$ cat config.mk
export PLATFORM = sky130hd
export DESIGN_NAME = scan_master
export DESIGN_NICKNAME = d
export VERILOG_FILES = /design/src/rtl/scan_master.sv
export SDC_FILE = /design/constraint.sdc
export NUM_CORES = 1
export LEC_CHECK = 0
export CORE_UTILIZATION = 53
export DETAILED_ROUTE_END_ITERATION = 16
export GPL_ROUTABILITY_DRIVEN = 0
export GPL_TIMING_DRIVEN = 0
export PLACE_DENSITY_LB_ADDON = 0.2
export SLEW_MARGIN = 30
export SYNTH_ARGS = -nofsm -noshare
export SYNTH_HDL_FRONTEND = slang
export SYNTH_SLANG_ARGS = --single-unit
$ cat constraint.sdc
create_clock -name clk -period 2.1 [get_ports clk]
set_input_delay 0.21 -clock clk [delete_from_list [all_inputs] [get_ports clk]]
set_output_delay 0.21 -clock clk [all_outputs]
set_load 0.05 [all_outputs]
$ cat src/rtl/scan_master.sv
`default_nettype none
// +--------------------------------------------------------------------------+
// | scan_master : host-side initiator for the pattern-buffer serial scan     |
// |   port; one parallel request becomes one framed serial shift.            |
// |   Build option: define SCAN_LSB_FIRST_EN for LSB-first shift/capture.    |
// | Revision: 1.0                                                            |
// +--------------------------------------------------------------------------+
module scan_master #(
  parameter int SCLK_DIV   = 4,
  parameter int FRAME_BITS = 8
) (
  input  logic                  clk,
  input  logic                  reset,
  input  logic                  start,
  input  logic [2:0]            addr,
  input  logic [FRAME_BITS-1:0] wdata,
  output logic                  busy,
  output logic                  done,
  output logic [FRAME_BITS-1:0] rdata,
  output logic                  sclk,
  output logic                  sin,
  output logic                  ssel,
  output logic [2:0]            saddr,
  input  logic                  sout
);

  localparam int DIV_W = $clog2(SCLK_DIV + 1);
  localparam int BIT_W = $clog2(FRAME_BITS + 1);
  localparam logic [DIV_W-1:0] DIV_LOAD = DIV_W'(SCLK_DIV);
  localparam logic [BIT_W-1:0] BIT_LOAD = BIT_W'(FRAME_BITS);
`ifdef SCAN_LSB_FIRST_EN
  localparam bit LSB_FIRST = 1'b1;
`else
  localparam bit LSB_FIRST = 1'b0;
`endif

  typedef enum logic [1:0] {
    IDLE  = 2'd0,
    SETUP = 2'd1,
    SHIFT = 2'd2,
    HOLD  = 2'd3
  } state_t;

  state_t                state, state_nx;
  logic [DIV_W-1:0]      div_cnt, div_nx;
  logic [BIT_W-1:0]      bit_cnt, bit_nx;
  logic [FRAME_BITS-1:0] tx_sr, tx_nx;
  logic [FRAME_BITS-1:0] cap_sr, cap_nx;
  logic [FRAME_BITS-1:0] rdata_nx;
  logic [FRAME_BITS-1:0] cap_shifted;
  logic                  busy_nx, done_nx, sclk_nx, sin_nx, ssel_nx;
  logic [2:0]            saddr_nx;
  logic                  div_end;

  always_ff @(posedge clk) begin
    if (reset) begin
      state   <= IDLE;
      div_cnt <= '0;
      bit_cnt <= '0;
      tx_sr   <= '0;
      cap_sr  <= '0;
      rdata   <= '0;
      busy    <= 1'b0;
      done    <= 1'b0;
      sclk    <= 1'b0;
      sin     <= 1'b0;
      ssel    <= 1'b0;
      saddr   <= '0;
    end else begin
      state   <= state_nx;
      div_cnt <= div_nx;
      bit_cnt <= bit_nx;
      tx_sr   <= tx_nx;
      cap_sr  <= cap_nx;
      rdata   <= rdata_nx;
      busy    <= busy_nx;
      done    <= done_nx;
      sclk    <= sclk_nx;
      sin     <= sin_nx;
      ssel    <= ssel_nx;
      saddr   <= saddr_nx;
    end
  end

  always_comb begin
    state_nx    = state;
    div_nx      = div_cnt;
    bit_nx      = bit_cnt;
    tx_nx       = tx_sr;
    cap_nx      = cap_sr;
    rdata_nx    = rdata;
    busy_nx     = busy;
    done_nx     = 1'b0;
    sclk_nx     = sclk;
    sin_nx      = sin;
    ssel_nx     = ssel;
    saddr_nx    = saddr;
    div_end     = (div_cnt == DIV_W'(1));
    cap_shifted = LSB_FIRST ? {sout, cap_sr[FRAME_BITS-1:1]}
                            : {cap_sr[FRAME_BITS-2:0], sout};

    if (state != IDLE && !div_end) begin
      div_nx = div_cnt - DIV_W'(1);
    end

    case (state)
      IDLE: begin
        if (start) begin
          state_nx = SETUP;
          div_nx   = DIV_LOAD;
          bit_nx   = BIT_LOAD;
          tx_nx    = wdata;
          cap_nx   = '0;
          busy_nx  = 1'b1;
          ssel_nx  = 1'b1;
          saddr_nx = addr;
          sclk_nx  = 1'b0;
          sin_nx   = LSB_FIRST ? wdata[0] : wdata[FRAME_BITS-1];
        end
      end
      SETUP: begin
        if (div_end) begin
          state_nx = SHIFT;
          div_nx   = DIV_LOAD;
          sclk_nx  = 1'b1;
          cap_nx   = cap_shifted;
        end
      end
      SHIFT: begin
        if (div_end) begin
          div_nx = DIV_LOAD;
          if (sclk) begin
            // Falling edge: advance sin unless this was the final bit.
            sclk_nx = 1'b0;
            bit_nx  = bit_cnt - BIT_W'(1);
            if (bit_cnt != BIT_W'(1)) begin
              tx_nx  = LSB_FIRST ? (tx_sr >> 1) : (tx_sr << 1);
              sin_nx = LSB_FIRST ? tx_sr[1] : tx_sr[FRAME_BITS-2];
            end
          end else if (bit_cnt == '0) begin
            state_nx = HOLD;
            ssel_nx  = 1'b0;
          end else begin
            sclk_nx = 1'b1;
            cap_nx  = cap_shifted;
          end
        end
      end
      HOLD: begin
        if (div_end) begin
          state_nx = IDLE;
          busy_nx  = 1'b0;
          done_nx  = 1'b1;
          rdata_nx = cap_sr;
        end
      end
      default: state_nx = IDLE;
    endcase
  end

endmodule
`default_nettype wire

* Word level (Yosys, flattened, before mapping)
Cells that the tools add are included.
** Word-level totals
- Flip-flop bits (word level) :: 40
- Logic and storage cells :: 93
- Bits of input ports :: 15
** Cells by class
- Muxes and demuxes :: 45
- Eq/ne operators :: 14
- Reduce and logical (&&, ||, !) cells :: 19
- Add/subtract/negate cells :: 2
- Bitwise gates (word level) :: 1
** Operator list (number)
- 8-bit two-way mux :: 5
- 7-bit two-way mux :: 4
- 8-bit one-hot mux with 3 select lines :: 1
- 2-bit inequality test (second input constant) :: 9
- 1-bit two-way mux :: 15
- 7-bit one-hot mux with 2 select lines :: 1
- 2-bit two-way mux :: 6
- 4-bit two-way mux :: 3
- 6-bit AND reduction :: 2
- 5-bit AND reduction :: 2
- 3-bit two-way mux :: 3
- 2-bit one-hot mux with 4 select lines :: 1
- 4-bit one-hot mux with 2 select lines :: 1
- 4-bit AND reduction :: 2
- 1-bit one-hot mux with 2 select lines :: 3
- 3-bit one-hot mux with 2 select lines :: 1
- 2-bit nonzero test :: 3
- 2-bit equality test (second input constant) :: 2
- 4-bit logical NOT :: 1
- 4-bit by 1-bit inequality test with 1-bit output (second input constant) :: 1
- 2-bit AND reduction :: 2
- 2-bit OR reduction :: 2
- 4-bit by 1-bit subtractor with 4-bit output (second input constant) :: 1
- 3-bit by 1-bit equality test with 1-bit output (second input constant) :: 1
- 9 further kinds :: 9

* Depth between registers and ports, before layout
Gate-level depths: netlist of run 1.
- Word-level depth :: 6
- Depth in mapped cells :: 7
- Depth with buffers taken out :: 6

* Least setup slack after synthesis of run 1
OpenSTA, ideal clock, no wires.
- Path type :: reg-to-reg
- From :: register sclk
- To :: register sin
- Path buffers :: 1
- Data required time :: 2014 ps
- Period minus slack after synthesis :: 1783 ps
- Library setup time :: 86 ps
- Setup slack :: 317 ps
- Cell stages (with the launch flop) :: 6
- Data arrival time :: 1697 ps
- Cells stage by stage :: dfxtp_1 > nand3b_1 > a211oi_4 > buf_6 > nor2_1 > a211oi_1
** Between the ends
- Longest elaborated chain between the ends :: 2
** RTL lines
- start: declaration :: line 20 : output logic sclk,
- start signal: assignment :: line 78 : sclk <= sclk_nx;
- 2-bit inequality test (no line)
- 5-bit AND reduction (no line)
- end signal: assignment :: line 79 : sin <= sin_nx;
- end: declaration :: line 21 : output logic sin,
Every way passes these cells.
A chain may end at the register's enable or synchronous reset.

* Worst setup path in the final report of run 1
- From :: register state[0]
- To :: register cap_sr[2]
** Between the ends
- Longest elaborated chain between the ends :: 3
- Elaborated cells between the ends (all ways) :: 11
- Those cells by class :: eq/ne: 7; mux: 1; reduce/logical: 3
** RTL lines
- start: declaration :: line 44 : state_t state, state_nx;
- start signal: assignment :: line 70 : state <= state_nx;
- 2-bit equality test (tied with other cells) :: line 106 : case (state)
- 2-bit inequality test (no line) / 3-bit nonzero test (equally long branches)
- 6-bit AND reduction (no line)
- end signal: assignment :: line 74 : cap_sr <= cap_nx;
- end: declaration :: line 48 : logic [FRAME_BITS-1:0] cap_sr, cap_nx;
Parallel ways exist; a longest one is shown, timed or not.

==> results.toml, run 1 <==
[cells_and_area]
fin_area_um2 = 2430
nets = 277
drive_above_1_share = 0.0906
antenna_cells = 0
final_common_cell = "dfxtp_1"
areaGrowthSynthToFinish_pct = 24.3
final_core_util = 0.705
layout.cells.most_common_list = "dfxtp_1 (40), clkdlybuf4s50_1 (30), a21oi_1 (28)"
layout.cells.non_filler = 300

[drt]
ant_nets = 0
via_per_inst = 5.46
vias = 1639
initialDrtViolationCount = 82
drc = 0
wl_per_cell_um = 13.0
drt-pass1-iter-count = 4
routed_wl_um = 3890

[power]
power.leakage_nw = 0.860
power_density_nw_per_um2 = 1340
power_mw = 3.24
vdd_ir_drop_max_uv = 887

[grt]
grt_pass1_wl_um = 6800
grt-ovfl-total = 0
grt_max_degree = 15
grtUsageTotal = 0.217
grt_pass1_vias = 1503
grt_antenna_before_repair = 0

[min_path]
hold_start = "saddr[1]"
worstHoldEndpoint = "saddr[1]"
hold_path_depth = 2
hold_class = "reg -> reg"

[critical_path]
critical_path_arrival_ns = 2.09
worstReg2RegStart = "state[0]"
start_kind = "flop"
r2r-end = "cap_sr[2]"
cp_max_fo = 9
worstSetupEndpointType = "flop"
rr_worst_depth = 6
cp.required_ns = 2.32
reg2reg_slack_ns = 0.23
timing_worst_setup_path_type = "reg -> reg"

[synthesis]
synthAdderAreaFrac = 0.0577
synth-compound-area-share = 0.213
muxShareOfSynthArea = 0.0512
synth_cell_types = 41
synth_seq_area_share = 0.410
synthCells = 216
synthXorXnorAreaFrac = 0.00448
avgSynthCellArea_um2 = 9.04
yosys_warnings = 0
synth_top_family_by_area = "compound AO/OA/AOI/OAI gates"
synthSimpleGateAreaFrac = 0.199
ys_seq_elements = 40
synth.net_count = 240
synth_area_um2 = 1950

[floorplan]
die_x_um = 62.7
core_um2 = 3440
initial_utilization = 0.567
core.rowCount = 21
fp.dieH_um = 62.7
ioPinCount = 31
die_area_um2 = 3930

[placement]
place_area_um2 = 2310
dp_hpwl_um = 2830
dpl.cell_count = 292
port_buffers = 30
preCtsSetupSlack_ns = 0.175

[sta]
tns_ns = 0
fin_worst_skew_ns = 0.00500
hold_viol = 0
slew_viol_final = 0
relSlewSlack = 0.623
tightest_slew_ns = 0.565
whs_ns = 0.455
grt_setup_unrepaired = "no"
setup-violations-final = 0
fmax_mhz = 534
fin_crit_sh = 0.892
layout_setup_ws_ns = 0.227
timing.final.crit_period_ns = 1.87

[clocking]
worstSkewPairLatency_ns = 0.29
hold_buffers = 0
clk_pin_slew_ns = 0.08
cts_buffer_depth = 2
cts_tree = "built"
cts_sinks = 40
cts_root_buf = "clkbuf_8"
cts_repair_resize_count = 0
cts_setup_buffers = 0
h-tree-depth = 2
numCtsBuffers = 5

[run]
maxCapViolCount = 0

[run_status]
status = "completed"
area by class of cell:
class                      instances  area (µm²)
sequential                        40         801
tap                               46        57.6
buffer                            13         100
multi-input combinational        156        1030
fill                             273        1010
clock inverter                     3        47.5
clock buffer                       5        68.8
inverter                           7        26.3
timing repair buffer              30         300
state kept, by name (all words and copies together) (netlist names):
signal / cells
cap_sr: 8
ssel: 1
state: 2
done: 1
sin: 1
bit_cnt: 4
div_cnt: 3
busy: 1
saddr: 3
tx_sr: 7
rdata: 8
sclk: 1
worst max path at each step:
stage	slack [ns]	end	from	depth (start not counted)
global placement	0.19	state[0]	start	5
CTS	0.23	cap_sr[2]	state[0]	6
finish	0.23	cap_sr[2]	state[0]	6
detailed placement	0.18	state[0]	start	5
global route	0.0005	cap_sr[2]	state[0]	6
floorplan	0.32	sin	sclk	5
critical path, stage by stage, from the launching register on:
cell and delay (ns):
dfxtp_1 0.36, inv_1 0.09, ha_1 0.24, or2_4 0.27, a211oi_2 0.51, nand4_1 0.15, a21oi_1 0.17
synthesized netlist by cell type, drive strengths merged:
library cell  instances  area share
dfxtp                40        0.41
a21oi                28       0.072
nand2                17       0.033
a211oi               13       0.061
nor2                 13       0.025
nand3                12       0.031
mux2i                10       0.051
o21ai                10       0.026
ha                    9       0.058
clkbuf                8       0.026
nand4                 8       0.026
inv                   7       0.013
buf                   5       0.026
nand2b                5       0.016
a211o                 3       0.013
nor2b                 3      0.0096
nor3                  3      0.0077
a2111oi               2      0.0096
a21o                  2      0.0077
nand3b                2      0.0077
nor3b                 2      0.0077
or2                   2      0.0077
a221o                 1      0.0051
a31oi                 1      0.0032
and2b                 1      0.0051
and4b                 1      0.0051
and4bb                1      0.0064
nor4b                 1      0.0045
o211ai                1      0.0038
o21a                  1      0.0038
o22ai                 1      0.0032
o2bb2ai               1      0.0045
or4b                  1      0.0070
xnor2                 1      0.0045
power by group:
group / internal (mW) / leakage, nW / total [mW] / switching [mW]
registers: 0.920 / 0.326 / 1.04 / 0.123
logic: 0.662 / 0.476 / 1.56 / 0.902
clock network: 0.358 / 0.0583 / 0.635 / 0.277
metal layers:
| layer | share of wire | global-route usage |
|---|---|---|
| met1 | 0.50 | 0.289 |
| met2 | 0.45 | 0.334 |
| met3 | 0.043 | 0.0547 |
| met4 | 0.013 | 0.0901 |
| met5 | 0 | 0 |
cell families (layout without fill, tap and decap cells):
| group | Yosys count | after routing |
|---|---|---|
| AO/OA/AOI/OAI | 64 | 64 |
| multiplexers | 10 | 10 |
| buffers and inverters | 20 | 58 |
| adder cells (fa/ha/maj) | 9 | 9 |
| AND/OR/NAND/NOR | 72 | 72 |
| flip-flops | 40 | 40 |
| XOR/XNOR | 1 | 1 |
Note: power is estimated with default switching activity, not from simulation.
==> run 2, diff against run 1 <==
CORE_MARGIN = 2   (was unset)
RECOVER_POWER = 100   (was unset)
SLEW_MARGIN = 5   (was 30)
==> run 2 against run 1 <==
Net effect:
- routed wire length grew 3.3%
- design area decreased by 0.82%
- sequential power about the same
- via count is 3.1% higher
- fmax fell by 1.5%
- combinational power is 3% lower
- clock-buffer cell count stayed put
- critical path type unchanged
- largest cell class unchanged
==> results.toml, run 2 (synthesis results as in run 1) <==
[drt]
drt-pass1-iter-count = 7
initialDrtViolationCount = 117
ant_nets = 0
via_per_inst = 5.59
wl_per_cell_um = 13.3
vias = 1689
routed_wl_um = 4020
drc = 0

[cells_and_area]
drive_above_1_share = 0.0827
largestRegisters = "cap_sr: 8 flops, rdata: 8 flops, tx_sr: 7 flops"
nets = 277
areaGrowthSynthToFinish_pct = 23.3
layout.cells.most_common_list = "dfxtp_1 (40), a21oi_1 (28), nand2_1 (17)"
fillCellCount = 313
final_common_cell = "dfxtp_1"
antenna_cells = 0

[clocking]
cts_tree = "built"
clk_pin_slew_ns = 0.08
cts_root_buf = "clkbuf_8"
h-tree-depth = 2
cts_buffer_depth = 2
numCtsBuffers = 5
cts_setup_buffers = 0
worstSkewPairLatency_ns = 0.30
hold_buffers = 0
cts_repair_resize_count = 0
cts_sinks = 40

[critical_path]
rr_worst_depth = 6
worstSetupEndpointType = "flop"
reg2reg_slack_ns = 0.20
cp.required_ns = 2.33
start_kind = "flop"
timing_worst_setup_path_type = "reg -> reg"
critical_path_arrival_ns = 2.13
cp_max_fo = 9

[sta]
tns_ns = 0
fin_crit_sh = 0.905
relSlewSlack = 0.627
hold_viol = 0
whs_ns = 0.453
setup-violations-final = 0
tightest_slew_ns = 0.560
grt_setup_unrepaired = "no"
fmax_mhz = 526
slew_viol_final = 0
fin_worst_skew_ns = 0.00540
timing.final.crit_period_ns = 1.90

[grt]
grt_max_degree = 15
grt_antenna_before_repair = 0
grt_pass1_wl_um = 6940
grt-ovfl-total = 0
grt_pass1_vias = 1509
grtUsageTotal = 0.213

[floorplan]
ioPinCount = 31
initial_utilization = 0.542
fp.dieH_um = 64.7
core.rowCount = 22
die_area_um2 = 4190
core_um2 = 3610
die_x_um = 64.7

[power]
internal-power_mw = 1.90
power_frac_seq = 0.325
power.leakage_nw = 0.904
combinationalPowerShare = 0.475
p_sw_mw = 1.31
power_mw = 3.21
clockPowerShare = 0.200
vdd_ir_drop_max_uv = 678
swShare = 0.408
power_density_nw_per_um2 = 1330

[placement]
port_buffers = 30
dp_hpwl_um = 2900

[run]
maxCapViolCount = 0

[run_status]
status = "completed"

[min_path]
hold_path_depth = 2
hold_class = "reg -> reg"
## run 2: power by group through the flow
stage / Combinational (mW) / Clock (mW) / Sequential [mW]
final: 1.52 / 0.643 / 1.04
after floorplan: 1.13 / 0 / 1.15
after global routing: 1.69 / 0.687 / 1.07
after global placement: 1.55 / 0 / 1.06
after detailed placement: 1.56 / 0 / 1.06
after CTS: 1.56 / 0.654 / 1.04
## run 2: layout make-up
cell class | instances | area, µm² | share of cell area
Buffer | 13 | 90.1 | 0.0374
Sequential cell | 40 | 801 | 0.333
Clock inverter | 3 | 47.5 | 0.0198
Timing Repair Buffer | 30 | 300 | 0.125
Multi-Input combinational cell | 156 | 1010 | 0.421
Inverter | 7 | 26.3 | 0.0109
Clock buffer | 5 | 68.8 | 0.0286
Tap cell | 48 | 60.1 | 0.0249
## run 2: final timing paths
check | to | start
max | cap_sr[2] | state[0]
min | saddr[0] | saddr[0]
max reg2reg | cap_sr[2] | state[0]
min reg2reg | saddr[0] | saddr[0]
## run 2: through the flow
step / utilization / setup WS, ns / std cells / area [µm²]
after floorplan: - / 0.317 / 216 / 1950
after global routing: 0.668 / 0.0323 / 302 / 2410
final: 0.668 / 0.199 / 302 / 2410
after CTS: 0.674 / 0.201 / 302 / 2430
after detailed placement: 0.642 / 0.169 / 294 / 2310
after global placement: 0.642 / 0.186 / 294 / 2310
## run 2: routing by layer
| layer | share of wire | global-route usage | up-vias |
|---|---|---|---|
| met5 | 0 | 0 | - |
| met4 | 0.014 | 0.0745 | 0 |
| met3 | 0.048 | 0.0590 | 7 |
| met2 | 0.46 | 0.347 | 49 |
| met1 | 0.47 | 0.272 | 774 |
| li1 | - | - | 859 |
## run 2: worst max-delay path, stage by stage, from the launching register on
cell	delay (ns)
dfxtp_1	0.37
inv_1	0.10
ha_1	0.24
or2_4	0.27
a211oi_2	0.52
nand4_1	0.16
a21oi_1	0.17
